File: src/rtl/fwd_scoreboard.sv
// Forwarding and hazard unit: tracks in-flight register writers and
// resolves decode read ports to a bypass select or a stall.
module fwd_scoreboard #(
    parameter int ADDR_W      = 5,
    parameter int DEPTH       = 3,
    parameter int NRP         = 2,
    parameter int SEL_W       = 2,
    parameter int FLUSH_DEPTH = 1,
    parameter int CNT_W       = 16
) (
    input  logic                  clk,
    input  logic                  rst,
    input  logic                  advance,
    input  logic                  flush,
    input  logic                  issue_valid,
    input  logic                  issue_we,
    input  logic [ADDR_W-1:0]     issue_dest,
    input  logic [SEL_W-1:0]      issue_rdy_stage,
    input  logic [NRP-1:0]        rd_en,
    input  logic [NRP*ADDR_W-1:0] rd_addr,
    output logic [NRP*SEL_W-1:0]  fw_sel,
    output logic                  stall,
    output logic [CNT_W-1:0]      stall_cnt,
    output logic [SEL_W:0]        occupancy
);

    logic [DEPTH-1:0]  slot_v;
    logic [DEPTH-1:0]  slot_we;
    logic [ADDR_W-1:0] slot_dest [DEPTH];
    logic [SEL_W-1:0]  slot_rdy  [DEPTH];
    logic [NRP-1:0]    req;

    // Scan oldest to youngest so the youngest match is the one left standing.
    always_comb begin
        fw_sel = '0;
        req    = '0;
        for (int p = 0; p < NRP; p++) begin
            for (int i = DEPTH - 1; i >= 0; i--) begin
                if (rd_en[p] && slot_v[i] && slot_we[i] &&
                    slot_dest[i] == rd_addr[p*ADDR_W +: ADDR_W] &&
                    rd_addr[p*ADDR_W +: ADDR_W] != '0) begin
                    if (SEL_W'(i) >= slot_rdy[i]) begin
                        fw_sel[p*SEL_W +: SEL_W] = SEL_W'(i + 1);
                        req[p] = 1'b0;
                    end else begin
                        fw_sel[p*SEL_W +: SEL_W] = '0;
                        req[p] = 1'b1;
                    end
                end
            end
        end
    end

    assign stall = issue_valid & (|req);

    always_comb begin
        occupancy = '0;
        for (int i = 0; i < DEPTH; i++)
            occupancy = occupancy + (SEL_W+1)'(slot_v[i]);
    end

    // Flush is applied after the shift, so it also kills the incoming issue.
    always_ff @(posedge clk) begin
        if (rst) begin
            slot_v    <= '0;
            stall_cnt <= '0;
        end else begin
            if (advance) begin
                for (int i = DEPTH - 1; i > 0; i--)
                    slot_v[i] <= slot_v[i-1];
                slot_v[0] <= issue_valid & ~stall;
            end
            if (flush) begin
                for (int i = 0; i < FLUSH_DEPTH; i++)
                    slot_v[i] <= 1'b0;
            end
            if (stall && stall_cnt != {CNT_W{1'b1}})
                stall_cnt <= stall_cnt + 1'b1;
        end
    end

    // Payload fields are only meaningful under slot_v, so they need no reset.
    always_ff @(posedge clk) begin
        if (advance) begin
            for (int i = DEPTH - 1; i > 0; i--) begin
                slot_we[i]   <= slot_we[i-1];
                slot_dest[i] <= slot_dest[i-1];
                slot_rdy[i]  <= slot_rdy[i-1];
            end
            slot_we[0]   <= issue_we;
            slot_dest[0] <= issue_dest;
            slot_rdy[0]  <= issue_rdy_stage;
        end
    end

endmodule

File: config.mk
export PLATFORM = sky130hd
export DESIGN_NAME = fwd_scoreboard
export DESIGN_NICKNAME = d
export VERILOG_FILES = /design/src/rtl/fwd_scoreboard.sv
export SDC_FILE = /design/constraint.sdc
export NUM_CORES = 1
export LEC_CHECK = 0
export BUFFER_PORTS_ARGS = -buffer_cell sky130_fd_sc_hd__buf_4
export CORE_ASPECT_RATIO = 0.5
export CORE_MARGIN = 2
export CORE_UTILIZATION = 58
export CTS_CLUSTER_SIZE = 12
export DETAILED_ROUTE_END_ITERATION = 10
export HOLD_SLACK_MARGIN = 0.06
export PLACE_DENSITY = 0.83
export RECOVER_POWER = 100
export SKIP_CTS_REPAIR_TIMING = 1
export SLEW_MARGIN = 0
export SYNTH_ARGS = -nofsm -noshare
export SYNTH_HDL_FRONTEND = slang
export SYNTH_SLANG_ARGS = --single-unit
File: constraint.sdc
create_clock -name clk -period 8.4 [get_ports clk]
set_input_delay 0.42 -clock clk [delete_from_list [all_inputs] [get_ports clk]]
set_output_delay 0.42 -clock clk [all_outputs]
set_load 0.005 [all_outputs]
==> impl_metrics.ini <==
[timing]
tightestPinTransition_ns = 1.43
slew_headroom_pct = 4.36
timing.setup.tns_ns = 0
fmax_ghz = 0.300
setup_viol = 0
slew_violations = 0
skew_ns = 0.0106
period_share_pct = 39.7
rsz0062_at_grt = false
fin_crit_ns = 3.34
hold_viol = 0

[synthesis]
syn_nets = 247
ys_ff_latch = 43
syn_inst = 220
syn_area_um2 = 2280
synthArstFlopShare_pct = 0
ys_warn_count = 0
synth_flop_cell = edfxtp_1
yosysUniqueCellTypes = 42
synth_edf_count = 24
syn_area_per_cell_um2 = 10.3
seq_area_frac_synth_pct = 48.4

[power_and_ir_drop]
ir_worst_vdd_uv = 123
finalPower_mw = 0.403
p_leak_nw = 0.958
p_per_area_nw_per_um2 = 147

[global_route]
grt_overflow = 0
grt.total_usage_pct = 22.4
grt_pass1_vias = 1608
grt_max_degree = 29
antenna_found_initial = 0
grt_pass1_wl_um = 7390

[clock_network]
clk_pin_slew_ns = 0.08
cts_made_buffers = 5
clk_path_buf_depth = 2
h-tree-depth = 2
cts_num_sinks = 43
cts_tree = yes
cts_root_buf = clkbuf_8
clk-insertion-delay-late_ns = 0.30

[setup_path]
critical_path_required_ns = 7.98
cp-end-kind = primary output
critPathBufInv = 1
criticalPathCategory = reg -> out
arrival_ns = 2.92
critPathTopFamily = simple AND/OR/NAND/NOR gates
cp_cell_sequence = xnor2_1 -> nand4_1 -> or4_2 -> mux2i_1 -> o2111a_1 -> nor2_1 -> clkbuf_4
cp_slowest_cell = o2111a_1
max_stage_delay_ns = 0.67
crit_path_start_kind = register
worstPathMaxFanout = 23

[die]
core_area_um2 = 3820
rows = 16
start_util_pct = 59.5
die_area_um2 = 4470
die_h_um = 48.3
io-pin-count = 49
die_w_um = 92.6

[flow_run]
maxCapViolCount = 0

[finish]
area_growth_pct = 20.2
final_cells = 323
multi_input_area_um2 = 1120
final_layout_size_suffix_gt1_share_pct = 24.5
n_fill_cell = 319
regArea_um2 = 1100
antennaDiodeCount = 0
final_nets = 295

[routing]
dr.pass1.iters = 4
vias = 1795
remaining_drc_errors = 0
avgRoutedWirePerCell_um = 14.7
ant_nets = 0
drt_wl_total_um = 4740
first_iter_violations = 62
drt-vias-per-instance = 5.56

[run_status]
status = finished, final reports clean

[place]
placedCellCount = 315
io_buffers = 47
place_congestion = 0.897
place_hpwl_um = 3560

[hold_path]
hp-class = in -> reg
==> worst register-to-register path, cell delays in order, from the launching register on <==
cell	delay (ns)
edfxtp_1	0.45
xnor2_1	0.20
nand4_1	0.10
or4_2	0.66
mux2i_1	0.15
o2111a_1	0.51
or4_1	0.63
a221oi_2	0.29
==> area by class of cell <==
type	count	share of cell area, %
Clock buffer	6	2.65
Multi-Input combinational cell	166	40.9
Timing Repair Buffer	47	12.8
Inverter	5	0.686
Tap cell	54	2.47
Clock inverter	2	0.320
Sequential cell	43	40.3
==> power by group <==
part           internal [mW]  switching (mW)  total [mW]
combinational         0.0200          0.0193      0.0393
sequential             0.232         0.00767       0.240
clock                 0.0572          0.0668       0.124
total                  0.310          0.0938       0.403
==> logic make-up (layout without fill, tap and decap cells) <==
group,count (synthesis),count (layout),share of synthesized area [%]
AO/OA/AOI/OAI,21,21,6.21
XOR/XNOR,30,30,11.5
adder cells (fa/ha/maj),2,2,1.43
buffers and inverters,11,60,2.09
flip-flops,43,43,48.4
multiplexers,14,14,6.60
other,1,1,0.165
AND/OR/NAND/NOR,98,98,23.6
==> cells in the final DEF (no fill, tap or decap), types with 8 or more instances in the layout <==
master     n
clkbuf_4  31
xnor2_1   28
edfxtp_1  24
dfxtp_1   19
nand2_1   17
nor2_1    15
buf_4     15
nand3_1   11
nor3_1    11
nand4_1    8
nor2b_1    8
mux2_2     8
==> cells in the mapped netlist (2+ instances only) <==
library cell  number  area, um^2
xnor2_1           28         245
edfxtp_1          24         721
nor2_1            15        56.3
and3_1             3        18.8
or4_1              4        30.0
dfxtp_1           19         380
buf_2              2        10.0
or3_1              6        37.5
o21ai_0            6        30.0
xor2_1             2        17.5
mux2_2             8        90.1
nor4_1             4        25.0
nand4_1            8        50.1
or2_2              3        18.8
mux2i_1            6        60.1
inv_1              5        18.8
nor2b_1            8        50.1
nand3_1           11        55.1
a21oi_1            6        30.0
nand2_1           17        63.8
nand4b_1           2        17.5
nor3_1            11        55.1
clkbuf_1           3        11.3
==> path summary, 6_finish.rpt <==
path | start | end | slack, ns | depth (start not counted)
worst max-delay path | slot_dest[0][5] | stall | 5.06 | 7
worst min-delay path | flush | slot_v[0] | 0.29 | 2
worst max register to register | slot_dest[0][5] | stall_cnt[12] | 5.32 | 7
worst min register to register | slot_rdy[0][2] | slot_rdy[0][4] | 0.43 | 0
==> flip-flops by register name, summed over array words and instances, names as in the netlist <==
signal and cells:
stall_cnt 16, slot_dest 15, slot_rdy 6, slot_v 3, slot_we 3
==> through the flow <==
step	utilization (%)	setup slack (ns)	instance area [um^2]	hold WS [ns]
floorplan	-	5.77	2280	0.400
finish	71.5	5.06	2740	0.288
detailed placement	69.8	5.21	2670	0.413
CTS	71.9	5.07	2750	0.277
global route	71.5	4.94	2740	0.280
global placement	69.8	5.33	2670	0.402
==> routing by layer <==
layer  up-vias  part of all wire [%]  wire [um]  global-route usage [%]
met5         -                     0          0                       0
met2        49                    46       2170                    38.5
met4         0                   1.2         58                    10.1
met1       844                    49       2310                    28.1
li1        894                     -          -                       -
met3         8                   4.2        201                    5.72
(Power assumes the default switching activity.)
